**src/rtl/alu_serial.sv**
```systemverilog
// alu_serial: digit-serial ALU that processes DIGIT bits per cycle, LSB first, with valid/ready on both sides.
// Build macro ALU_SHIFT_EN turns code 111 into a bit-serial sll; otherwise 111 returns result=0, zero=1.
module alu_serial #(
  parameter int WIDTH = 32,
  parameter int DIGIT = 8
) (
  input  logic             clock,
  input  logic             reset_n,
  input  logic             in_valid,
  output logic             in_ready,
  input  logic [2:0]       ALU_control,
  input  logic [WIDTH-1:0] src_a,
  input  logic [WIDTH-1:0] src_b,
  output logic             out_valid,
  input  logic             out_ready,
  output logic [WIDTH-1:0] result,
  output logic             zero
);

  localparam int SAFE_DIGIT = (DIGIT < 1) ? 1 : DIGIT;
  localparam int N          = WIDTH / SAFE_DIGIT;
  localparam int CNT_W      = (N > 1) ? $clog2(N) : 1;
  localparam logic [CNT_W-1:0] LAST = CNT_W'(N - 1);
`ifdef ALU_SHIFT_EN
  localparam int SH_W = (WIDTH > 1) ? $clog2(WIDTH) : 1;
`endif

  localparam logic [2:0] OP_ADD  = 3'b000;
  localparam logic [2:0] OP_SUB  = 3'b001;
  localparam logic [2:0] OP_AND  = 3'b010;
  localparam logic [2:0] OP_OR   = 3'b011;
  localparam logic [2:0] OP_XOR  = 3'b100;
  localparam logic [2:0] OP_SLT  = 3'b101;
  localparam logic [2:0] OP_SLTU = 3'b110;
  localparam logic [2:0] OP_SLL  = 3'b111;

  generate
    if ((DIGIT < 1) || ((WIDTH % SAFE_DIGIT) != 0)) begin : g_bad_param
      $error("alu_serial: DIGIT must be >= 1 and divide WIDTH");
    end
  endgenerate

  typedef enum logic [1:0] {
    S_IDLE = 2'b00,
    S_RUN  = 2'b01,
    S_DONE = 2'b10
  } state_t;

  state_t           state_q, state_d;
  logic [2:0]       op_q, op_d;
  logic [WIDTH-1:0] a_q, a_d;
  logic [WIDTH-1:0] b_q, b_d;
  logic [WIDTH-1:0] acc_q, acc_d;
  logic [CNT_W-1:0] cnt_q, cnt_d;
  logic             carry_q, carry_d;
  logic             in_ready_q, in_ready_d;
  logic             out_valid_q, out_valid_d;
  logic [WIDTH-1:0] result_q, result_d;
  logic             zero_q, zero_d;
`ifdef ALU_SHIFT_EN
  logic [SH_W-1:0]  sh_q, sh_d;
`endif

  logic [DIGIT-1:0] a_dig_s, b_dig_s, b_eff_s, dig_res_s;
  logic [DIGIT:0]   sum_s;
  logic             use_sub_s, lt_s;
  logic [WIDTH-1:0] acc_full_s, final_s;

  // Slice datapath: one DIGIT-wide add/sub or bitwise op on the low digit of the shifting operands.
  always_comb begin
    a_dig_s   = a_q[DIGIT-1:0];
    b_dig_s   = b_q[DIGIT-1:0];
    use_sub_s = (op_q == OP_SUB) || (op_q == OP_SLT) || (op_q == OP_SLTU);
    b_eff_s   = use_sub_s ? ~b_dig_s : b_dig_s;
    sum_s     = {1'b0, a_dig_s} + {1'b0, b_eff_s} + {{DIGIT{1'b0}}, carry_q};
    case (op_q)
      OP_ADD, OP_SUB, OP_SLT, OP_SLTU: dig_res_s = sum_s[DIGIT-1:0];
      OP_AND:  dig_res_s = a_dig_s & b_dig_s;
      OP_OR:   dig_res_s = a_dig_s | b_dig_s;
      OP_XOR:  dig_res_s = a_dig_s ^ b_dig_s;
      OP_SLL:  dig_res_s = {DIGIT{1'b0}};
      default: dig_res_s = {DIGIT{1'b0}};
    endcase
    // New digit enters at the top so the LSB digit ends up at bit 0 after N slices.
    acc_full_s = (acc_q >> DIGIT) | (WIDTH'(dig_res_s) << (WIDTH - DIGIT));
    case (op_q)
      OP_SLT:  lt_s = (a_dig_s[DIGIT-1] != b_dig_s[DIGIT-1]) ? a_dig_s[DIGIT-1] : sum_s[DIGIT-1];
      OP_SLTU: lt_s = ~sum_s[DIGIT];
      default: lt_s = 1'b0;
    endcase
    case (op_q)
      OP_SLT, OP_SLTU: final_s = WIDTH'(lt_s);
      OP_SLL:          final_s = {WIDTH{1'b0}};
      default:         final_s = acc_full_s;
    endcase
  end

  // Next-state logic for the IDLE/RUN/DONE sequencer and all datapath registers.
  always_comb begin
    state_d     = state_q;
    op_d        = op_q;
    a_d         = a_q;
    b_d         = b_q;
    acc_d       = acc_q;
    cnt_d       = cnt_q;
    carry_d     = carry_q;
    in_ready_d  = in_ready_q;
    out_valid_d = out_valid_q;
    result_d    = result_q;
    zero_d      = zero_q;
`ifdef ALU_SHIFT_EN
    sh_d        = sh_q;
`endif
    case (state_q)
      S_IDLE: begin
        if (in_valid && in_ready_q) begin
          state_d    = S_RUN;
          op_d       = ALU_control;
          a_d        = src_a;
          b_d        = src_b;
          acc_d      = {WIDTH{1'b0}};
          cnt_d      = {CNT_W{1'b0}};
          carry_d    = (ALU_control == OP_SUB) || (ALU_control == OP_SLT) || (ALU_control == OP_SLTU);
          in_ready_d = 1'b0;
`ifdef ALU_SHIFT_EN
          sh_d       = src_b[SH_W-1:0];
`endif
        end else begin
          in_ready_d = 1'b1;
        end
      end
      S_RUN: begin
`ifdef ALU_SHIFT_EN
        if (op_q == OP_SLL) begin
          if (sh_q == {SH_W{1'b0}}) begin
            state_d     = S_DONE;
            out_valid_d = 1'b1;
            result_d    = a_q;
            zero_d      = (a_q == {WIDTH{1'b0}});
          end else begin
            a_d  = a_q << 1'b1;
            sh_d = sh_q - SH_W'(1);
          end
        end else
`endif
        begin
          a_d     = a_q >> DIGIT;
          b_d     = b_q >> DIGIT;
          acc_d   = acc_full_s;
          carry_d = sum_s[DIGIT];
          if (cnt_q == LAST) begin
            state_d     = S_DONE;
            cnt_d       = {CNT_W{1'b0}};
            out_valid_d = 1'b1;
            result_d    = final_s;
            zero_d      = (final_s == {WIDTH{1'b0}});
          end else begin
            cnt_d = cnt_q + CNT_W'(1);
          end
        end
      end
      S_DONE: begin
        if (out_ready) begin
          state_d     = S_IDLE;
          out_valid_d = 1'b0;
          in_ready_d  = 1'b1;
        end else begin
          out_valid_d = 1'b1;
        end
      end
      default: begin
        state_d     = S_IDLE;
        in_ready_d  = 1'b1;
        out_valid_d = 1'b0;
      end
    endcase
  end

  // State and output registers with asynchronous active-low reset.
  always_ff @(posedge clock or negedge reset_n) begin
    if (!reset_n) begin
      state_q     <= S_IDLE;
      op_q        <= 3'b000;
      a_q         <= {WIDTH{1'b0}};
      b_q         <= {WIDTH{1'b0}};
      acc_q       <= {WIDTH{1'b0}};
      cnt_q       <= {CNT_W{1'b0}};
      carry_q     <= 1'b0;
      in_ready_q  <= 1'b1;
      out_valid_q <= 1'b0;
      result_q    <= {WIDTH{1'b0}};
      zero_q      <= 1'b0;
`ifdef ALU_SHIFT_EN
      sh_q        <= {SH_W{1'b0}};
`endif
    end else begin
      state_q     <= state_d;
      op_q        <= op_d;
      a_q         <= a_d;
      b_q         <= b_d;
      acc_q       <= acc_d;
      cnt_q       <= cnt_d;
      carry_q     <= carry_d;
      in_ready_q  <= in_ready_d;
      out_valid_q <= out_valid_d;
      result_q    <= result_d;
      zero_q      <= zero_d;
`ifdef ALU_SHIFT_EN
      sh_q        <= sh_d;
`endif
    end
  end

  assign in_ready  = in_ready_q;
  assign out_valid = out_valid_q;
  assign result    = result_q;
  assign zero      = zero_q;

endmodule

```
**config.mk**
```make
export PLATFORM = sky130hd
export DESIGN_NAME = alu_serial
export DESIGN_NICKNAME = d
export VERILOG_FILES = /design/src/rtl/alu_serial.sv
export SDC_FILE = /design/constraint.sdc
export NUM_CORES = 1
export LEC_CHECK = 0
export BUFFER_PORTS_ARGS = -buffer_cell sky130_fd_sc_hd__buf_2
export CORE_ASPECT_RATIO = 1.75
export CORE_MARGIN = 1.5
export CORE_UTILIZATION = 32
export CTS_CLUSTER_DIAMETER = 120
export DETAILED_ROUTE_END_ITERATION = 10
export GPL_ROUTABILITY_DRIVEN = 0
export SYNTH_ARGS = -nofsm -noshare
export SYNTH_HDL_FRONTEND = slang
export SYNTH_SLANG_ARGS = --single-unit
export TNS_END_PERCENT = 5
```
**constraint.sdc**
```tcl
create_clock -name clock -period 7.7 [get_ports clock]
set_input_delay 0.385 -clock clock [delete_from_list [all_inputs] [get_ports clock]]
set_output_delay 0.385 -clock clock [all_outputs]
set_load 0.05 [all_outputs]
```
==> results of run 1 <==
==> routing by layer <==
layer	wire length (µm)	track usage
met1	6414	0.1768
met2	8354	0.2736
met3	672	0.03626
met4	723	0.08814
met5	0	0
==> worst max-delay path, cell delays in order (launching register included) <==
cell	delay, ns
dfrtp_1	0.83
nand2_1	0.23
o21ai_2	0.49
xnor2_1	0.20
fa_1	0.27
inv_1	0.07
fa_1	0.39
a21oi_1	0.19
o22ai_1	0.17
o41ai_1	0.28
a21oi_1	0.11
o41a_1	0.15
a32oi_1	0.20
a21bo_1	0.22
==> synth_stat cells (all sizes together), types with 2 or more instances <==
library cell	count
nor4	7
mux2	4
o31ai	2
a21boi	2
buf	5
nor2	11
or2	2
o21ai	106
a22o	36
nor3b	2
a21oi	16
mux2i	49
nor3	3
o22ai	6
clkbuf	33
nand3	5
a21o	2
xnor2	13
nand2	137
nand4	3
dfrtp	130
o21a	3
nand2b	3
ha	27
and2b	2
inv	29
a31oi	2
a22oi	2
and4	2
nor2b	4
a211o	2
fa	2
==> report_power, final <==
part | switching [mW] | total (mW) | internal, mW
Sequential | 0.263 | 1.26 | 0.992
Clock | 0.306 | 0.821 | 0.515
Combinational | 1.39 | 2.23 | 0.832
==> cell type report <==
cell class	instances	area (µm²)
Timing Repair Buffer	111	576.8
Sequential cell	131	3279
Multi-Input combinational cell	475	3128
Fill cell	2086	12380
Clock buffer	18	439.2
Clock inverter	12	155.1
Tap cell	248	310.3
Inverter	29	108.9
==> path summary, 6_finish.rpt <==
kind	to	slack, ns	cells past startpoint
setup / recovery	zero$_DFFE_PN0P_	3.79	13
hold / removal	a_q[1]$_DFFE_PN0P_	-0.01	1
setup reg to reg	zero$_DFFE_PN0P_	3.79	13
hold reg to reg	result[5]$_DFFE_PN0P_	0.47	2
max in group asynchronous	result[3]$_DFFE_PN0P_	6.53	2
min in group clock	b_q[27]$_DFFE_PN0P_	0.18	2
==> logic make-up (layout without fill, tap and decap cells) <==
| logic type | after synthesis | in the layout | share of synthesized area |
|---|---|---|---|
| adders and majority gates | 29 | 29 | 0.05667 |
| muxes | 53 | 53 | 0.08031 |
| xor gates and xnor gates | 13 | 13 | 0.01708 |
| and+or+nand+nor | 188 | 188 | 0.1285 |
| buffers and inverters | 67 | 170 | 0.04260 |
| DFF | 131 | 131 | 0.4918 |
| AOI/OAI and AO/OA | 192 | 192 | 0.1830 |
==> stage by stage <==
stage / setup WS [ns] / instances / hold WS, ns
final: 3.788 / 1024 / -0.01110
after CTS: 3.816 / 1024 / 0.01283
after global placement: 3.928 / 994 / 0.4573
after floorplan: 4.424 / 673 / 0.08941
after global routing: 3.370 / 1024 / 0.05334
after detailed placement: 3.848 / 994 / 0.4649
==> state kept, by name, summed over array words and instances (netlist names) <==
register,count
a_q,32
acc_q,24
b_q,32
carry_q,1
cnt_q,2
in_ready,1
op_q,3
out_valid,1
result,32
state_q,2
zero,1
==> run summary, run 1 <==
status: finished, violations left
violated checks: design-rule violations, negative hold slack
site row count: 69
vias in the first global route: 5093
Worst EP arrival: 4.22 ns
worst vdd ir: 0.0003425 V
die outline area: 21750 µm²
CP endpoint kind: register
Final Util: 0.3925
post-layout min period: 3.912 ns
Hold Slack: -0.01110 ns
Total Wirelength: 16160 µm
Pins Over Slew Limit: 0
unrepaired setup endpoints after global routing: no
Final Cell Area: 7998 µm²
Max Clk Rate: 0.2556 GHz
Synth Area per Inst: 9.907 µm²
first-iteration detailed-routing DRC count: 307
skew final: 0.008661 ns
Slew @ Worst Pin: 0.9914 ns
# Post-CTS Setup Buffers: 0
Seq cells post-synth: 131
Max Root-Sink Buffers: 2
area share of the largest cell type after synthesis: 0.4879
sum of negative setup slack: 0 ns
initial antenna violation count: 1
via count: 5064
Pwr Density: 537.8 nW/µm²
remaining global-route overflow: 0
layout cell share with drive strength beyond 1: 0.2101
synthesis-to-layout area growth: 19.95%
Core ar.: 20370 µm²
Crit Path Max Fanout: 26
RR Startpoint: op_q[1]$_DFFE_PN0P_
placed cell areas: 7403 µm²
# port buffers: 105
clk sinks: 131
final net count: 865
vias per inst: 4.945
Clock transition at path regs: 0.06 ns
Post-CTS Resized: 0
Die H: 194.0 µm
leak pwr: 3.866 nW
drt drc: 3
Slew HR: 0.3390
number of enable flip-flop cells after synthesis: 0
overall power: 4.301 mW
Hold Crit Class: in -> async
mapped cell area: 6668 µm²
worst skew pair latency: 0.42 ns
Worst Setup SP: op_q[1]$_DFFE_PN0P_
drt first pass iters: 7
dominant cell type by area after synthesis: dfrtp_1
H-Tree Level Count: 4
post-synthesis sequential area ratio: 0.4918
Main synth FF type: dfrtp_1
endpoints failing setup: 0
top-level port count: 106
Syn Inst Count: 673
CTS tree: done
Synth cell types: 65
WL/cell: 15.79 µm
Die X: 112.1 µm
Hold Buf Count CTS: 0
Startpoint Class: register
commonest non-fill, non-tap cell in the layout: nand2_1
largest net degree at the start of global routing: 115
commonest non-fill, non-tap cells in the layout: nand2_1, dfrtp_1, buf_2
Initial Util: 0.3273
DRT antenna net count: 0
Synth area leaders: dfrtp_1, o21ai_0, nand2_1
ys async rst share: 1.000
critical path type: reg -> reg
ant diodes: 0
GRT Total Usage: 0.1577
Hold Fails Final Rpt: 15
Max Cap Viol: 0
first-pass GRT wire length: 26790 µm
Ys Warns: 0
final period utilization: 0.5081
CTS root buffer: clkbuf_16
DP Wirelength: 11710 µm
Crit path required time: 8.01 ns
TritonCTS buffer count: 17
Synth Net Count: 773
No activity file was read; power rests on OpenSTA's default activity.
==> run 2: changes to the inputs <==
==> constraint.sdc (replaced) <==
create_clock -name clock -period 3.5 [get_ports clock]
set_input_delay 0.175 -clock clock [delete_from_list [all_inputs] [get_ports clock]]
set_output_delay 0.175 -clock clock [all_outputs]
set_load 0.05 [all_outputs]
==> run 2 against run 1 <==
Critical path type unchanged. Clock skew down 0.0014 ns. First-iteration DRC count down 20%. Highest routed layer unchanged. Die area unchanged. Non-clock buffer count up 27. Critical path depth unchanged. Largest cell class unchanged. The flow finishes with violations (design-rule violations).
==> run summary, run 2 (synthesized netlist as in run 1, its figures left out) <==
status: finished, violations left
violated checks: design-rule violations
skew final: 0.007247 ns
layout cell share with drive strength beyond 1: 0.2090
Die H: 194.0 µm
remaining global-route overflow: 0
DP Wirelength: 11860 µm
first-pass GRT wire length: 27050 µm
commonest non-fill, non-tap cell in the layout: nand2_1
Worst EP arrival: 3.52 ns
critical path type: reg -> reg
worst skew pair latency: 0.43 ns
synthesis-to-layout area growth: 22.95%
Total Wirelength: 16500 µm
Clock transition at path regs: 0.06 ns
Crit path required time: 3.82 ns
Max Root-Sink Buffers: 2
Post-CTS Resized: 0
combinational share of power: 0.542
initial antenna violation count: 0
Pwr Density: 1143 nW/µm²
Startpoint Class: register
Int Pwr: 5.026 mW
worst vdd ir: 0.0004493 V
FF/Latch Area: 3279 µm²
ant diodes: 0
Initial Util: 0.3273
post-layout min period: 3.201 ns
endpoints failing setup: 0
first-iteration detailed-routing DRC count: 246
area of the multi-input gates: 3128 µm²
buffers and inverters on the worst path: 1
commonest non-fill, non-tap cells in the layout: nand2_1, dfrtp_1, buf_2
largest net degree at the start of global routing: 115
Hold Slack: 0.02951 ns
clk sinks: 131
Sw Share: 0.4637
H-Tree Level Count: 4
drt drc: 3
Final Util: 0.4024
via count: 5187
Hold Buf Count CTS: 20
Max Cap Viol: 0
Slew @ Worst Pin: 1.036 ns
final net count: 892
CP endpoint kind: register
Core ar.: 20370 µm²
leak pwr: 3.957 nW
cell family with most CP delay: compound AO/OA/AOI/OAI gates
Hold Crit Class: in -> reg
Slew HR: 0.3094
vias per inst: 4.931
DRT antenna net count: 0
sw power: 4.345 mW
crit-path cells: nand2_1 -> o21ai_2 -> xnor2_1 -> fa_1 -> inv_1 -> fa_1 -> a21oi_1 -> o22ai_1 -> o41ai_1 -> a21oi_1 -> o41a_1 -> a32oi_1 -> a21bo_1
WL/cell: 15.68 µm
Final Cell Area: 8198 µm²
Die X: 112.1 µm
unrepaired setup endpoints after global routing: no
critical path's slowest cell: dfrtp_1
clock power share: 0.172
CP peak stage delay: 0.49 ns
# port buffers: 105
Fillers: 2054
Max Clk Rate: 0.3124 GHz
Hold Fails Final Rpt: 0
top-level port count: 106
vias in the first global route: 5317
sum of negative setup slack: 0 ns
non-filler cells, final: 1052
placed cell areas: 7468 µm²
GRT Total Usage: 0.1596
# Post-CTS Setup Buffers: 0
TritonCTS buffer count: 17
CTS tree: done
die outline area: 21750 µm²
Crit Path Max Fanout: 9
Pins Over Slew Limit: 0
CTS root buffer: clkbuf_16
Seq pwr share: 0.286
final period utilization: 0.9145
drt first pass iters: 9
Post-Place Cells: 1001
site row count: 69
==> run 2: cell count changes in the layout (fill, tap and decap cells not counted) <==
cell           change
dlygate4sd3_1     +20
buf_4              +6
bufinv_16          -3
clkbuf_1           +3
clkinv_4           +3
buf_12             +1
clkinv_2           -1
clkinvlp_4         -1
==> run 2: cell type report <==
| class | instances | share of cell area |
|---|---|---|
| repair buffers | 138 | 0.1027 |
| clock buffers | 21 | 0.05495 |
| clock inverters | 10 | 0.009615 |
| well taps | 248 | 0.03785 |
| multi-input cells | 475 | 0.3816 |
| flip-flops and latches | 131 | 0.4000 |
| inverters | 29 | 0.01328 |
==> run 2: stage by stage <==
step	setup slack, ns	total power, mW
6_report	0.2991	9.372
5_1_grt	0.09115	10.17
4_1_cts	0.3606	9.498
3_5_place_dp	0.3665	7.816
3_3_place_gp	0.3870	7.731
2_1_floorplan	0.2238	6.490
==> run 2: tightest hold or removal path: stages <==
cell	delay [ns]
buf_2	0.07
mux2i_1	0.05
o21ai_0	0.13
==> run 2: power by group through the flow <==
stage / Sequential, mW / Clock (mW) / Combinational (mW)
global placement: 2.70 / 0 / 5.03
CTS: 2.69 / 1.67 / 5.13
detailed placement: 2.72 / 0 / 5.10
global route: 2.78 / 1.72 / 5.66
finish: 2.68 / 1.61 / 5.08
floorplan: 3.09 / 0 / 3.40
==> run 2: final timing paths <==
path | start | endpoint | slack (ns) | cells after the start
min | src_b[22] | b_q[22]$_DFFE_PN0P_ | 0.03 | 3
max reg2reg | op_q[1]$_DFFE_PN0P_ | zero$_DFFE_PN0P_ | 0.30 | 13
max | op_q[1]$_DFFE_PN0P_ | zero$_DFFE_PN0P_ | 0.30 | 13
min reg2reg | result[9]$_DFFE_PN0P_ | result[9]$_DFFE_PN0P_ | 0.47 | 2
max in group asynchronous | reset_n | a_q[22]$_DFFE_PN0P_ | 2.20 | 3
min in group asynchronous | reset_n | result[23]$_DFFE_PN0P_ | 0.45 | 2
==> run 2: per-layer routing <==
layer / track usage / vias to the layer above / part of all wire
met1: 0.1696 / 2415 / 0.39
li1: - / 2598 / -
met3: 0.03720 / 45 / 0.038
met2: 0.2813 / 129 / 0.52
met4: 0.1013 / 0 / 0.054
met5: 0 / - / 0
==> run 3: changes to the inputs <==
==> constraint.sdc (replaced) <==
create_clock -name clock -period 3 [get_ports clock]
set_input_delay 0.15 -clock clock [delete_from_list [all_inputs] [get_ports clock]]
set_output_delay 0.15 -clock clock [all_outputs]
set_load 0.05 [all_outputs]
==> run 3 against run 2 <==
First-iteration DRC count fell by 3.3%. The run still ends with design-rule violations left. Clock-buffer cell count decreased by 1. Sequential power increased by 16%. Design area increased by 6.2%. Die area stayed put. Core utilization rose by 2.5 points. Critical path depth fell by 1. Sequential cell count unchanged. Critical endpoint unchanged. Wire length rose by 4.2%. Critical path type unchanged. Setup slack worse by 0.15 ns. Via count grew 4.1%. Global-route usage rose by 0.52 points.
==> run summary, run 3 (synthesized netlist as in run 1, its figures left out) <==
# Post-CTS Setup Buffers: 0
top-level port count: 106
ant diodes: 0
Hold Fails Final Rpt: 0
CTS root buffer: clkbuf_16
layout cell share with drive strength beyond 1: 0.2402
DP Wirelength: 12360 µm
final net count: 932
via count: 5401
remaining global-route overflow: 0
commonest non-fill, non-tap cell in the layout: nand2_1
overall power: 12.02 mW
CP endpoint kind: register
worst skew pair latency: 0.43 ns
Crit path required time: 3.32 ns
Startpoint Class: register
Hold Startpoint: src_a[9]
final worst setup slack: 0.1443 ns
Fillers: 2014
Worst EP arrival: 3.17 ns
Max Clk Rate: 0.3502 GHz
Die X: 112.1 µm
Initial Util: 0.3273
violated checks: design-rule violations
DRT antenna net count: 0
FF/Latch Area: 3279 µm²
first-iteration detailed-routing DRC count: 238
Total Wirelength: 17190 µm
GRT Total Usage: 0.1648
vias in the first global route: 5438
non-filler cells, final: 1093
site row count: 69
Crit Path Max Fanout: 4
TritonCTS buffer count: 17
Final Cell Area: 8707 µm²
drt drc: 7
synthesis-to-layout area growth: 30.59%
post-layout min period: 2.856 ns
vias per inst: 4.941
Max Cap Viol: 0
RR Startpoint: op_q[1]$_DFFE_PN0P_
leak pwr: 4.203 nW
# port buffers: 105
unrepaired setup endpoints after global routing: yes
drt first pass iters: 7
Slew HR: 0.4146
WL/cell: 15.72 µm
initial antenna violation count: 0
critical path type: reg -> reg
first-pass GRT wire length: 27770 µm
clk sinks: 131
endpoints failing setup: 0
Clock transition at path regs: 0.06 ns
post-place setup slack: 0.06238 ns
status: finished, violations left
commonest non-fill, non-tap cells in the layout: nand2_1, dfrtp_1, buf_2
worst vdd ir: 0.0007875 V
Pwr Density: 1381 nW/µm²
skew final: 0.008806 ns
area of the multi-input gates: 3184 µm²
Final Util: 0.4274
H-Tree Level Count: 4
Slew @ Worst Pin: 0.8747 ns
Pins Over Slew Limit: 0
Core ar.: 20370 µm²
Post-Place Cells: 1023
Worst Setup SP: op_q[1]$_DFFE_PN0P_
CTS tree: done
Max Root-Sink Buffers: 2
Die H: 194.0 µm
final period utilization: 0.9519
die outline area: 21750 µm²
largest net degree at the start of global routing: 83
Hold Crit Class: in -> reg
placed cell areas: 7679 µm²
-- run 3: routing by layer --
metal	wire length [µm]	share of wire	track usage
met5	0	0	0
met4	821	0.048	0.09236
met3	563	0.033	0.03564
met2	9332	0.54	0.3056
met1	6468	0.38	0.1688
-- run 3: where the power goes --
| group | leakage, nW | total, mW | switching, mW | internal [mW] |
|---|---|---|---|---|
| clock | 0.303 | 2.18 | 0.815 | 1.37 |
| combinational | 2.20 | 6.72 | 3.98 | 2.74 |
| sequential | 1.70 | 3.12 | 0.576 | 2.55 |
| total | 4.20 | 12.0 | 5.37 | 6.66 |
-- run 3: cell type report --
cell class | count | area share
flip-flops and latches | 131 | 0.3766
multi-input cells | 475 | 0.3657
repair buffers | 178 | 0.1378
clock buffers | 20 | 0.05245
well taps | 248 | 0.03564
clock inverters | 12 | 0.01926
inverters | 29 | 0.01250
-- run 3: worst paths after layout --
path,endpoint,slack [ns],cells after the start
worst min register to register,result[19]$_DFFE_PN0P_,0.47,2
worst max-delay path,zero$_DFFE_PN0P_,0.14,12
worst min-delay path,a_q[9]$_DFFE_PN0P_,0.02,3
min in group asynchronous,a_q[4]$_DFFE_PN0P_,0.35,2
worst max register to register,zero$_DFFE_PN0P_,0.14,12
max in group asynchronous,in_ready$_DFFE_PN1P_,1.82,3
-- run 3: worst max-delay path, cell delays in order (launching register included) --
cell	delay, ns
dfrtp_1	0.39
inv_1	0.08
nand2_2	0.11
o21ai_4	0.09
xnor2_1	0.28
ha_1	0.29
nor2b_4	0.14
o2111ai_4	0.23
nand3_4	0.13
and3_4	0.20
o41a_1	0.40
a32oi_1	0.19
a21bo_1	0.22
-- run 3: through the flow --
step,setup TNS (ns),hold slack [ns]
final,0,0.01655
after global placement,0,0.2744
after detailed placement,0,0.2845
after CTS,0,0.0002442
after global routing,-0.02002,0.01620
after floorplan,-0.07698,-0.1456
-- run 3: what timing repair did --
item,in CTS,in global routing
endpoints found under the hold margin,118,0
hold buffers,38,0
resized for setup,0,5
setup endpoints to repair,0,3
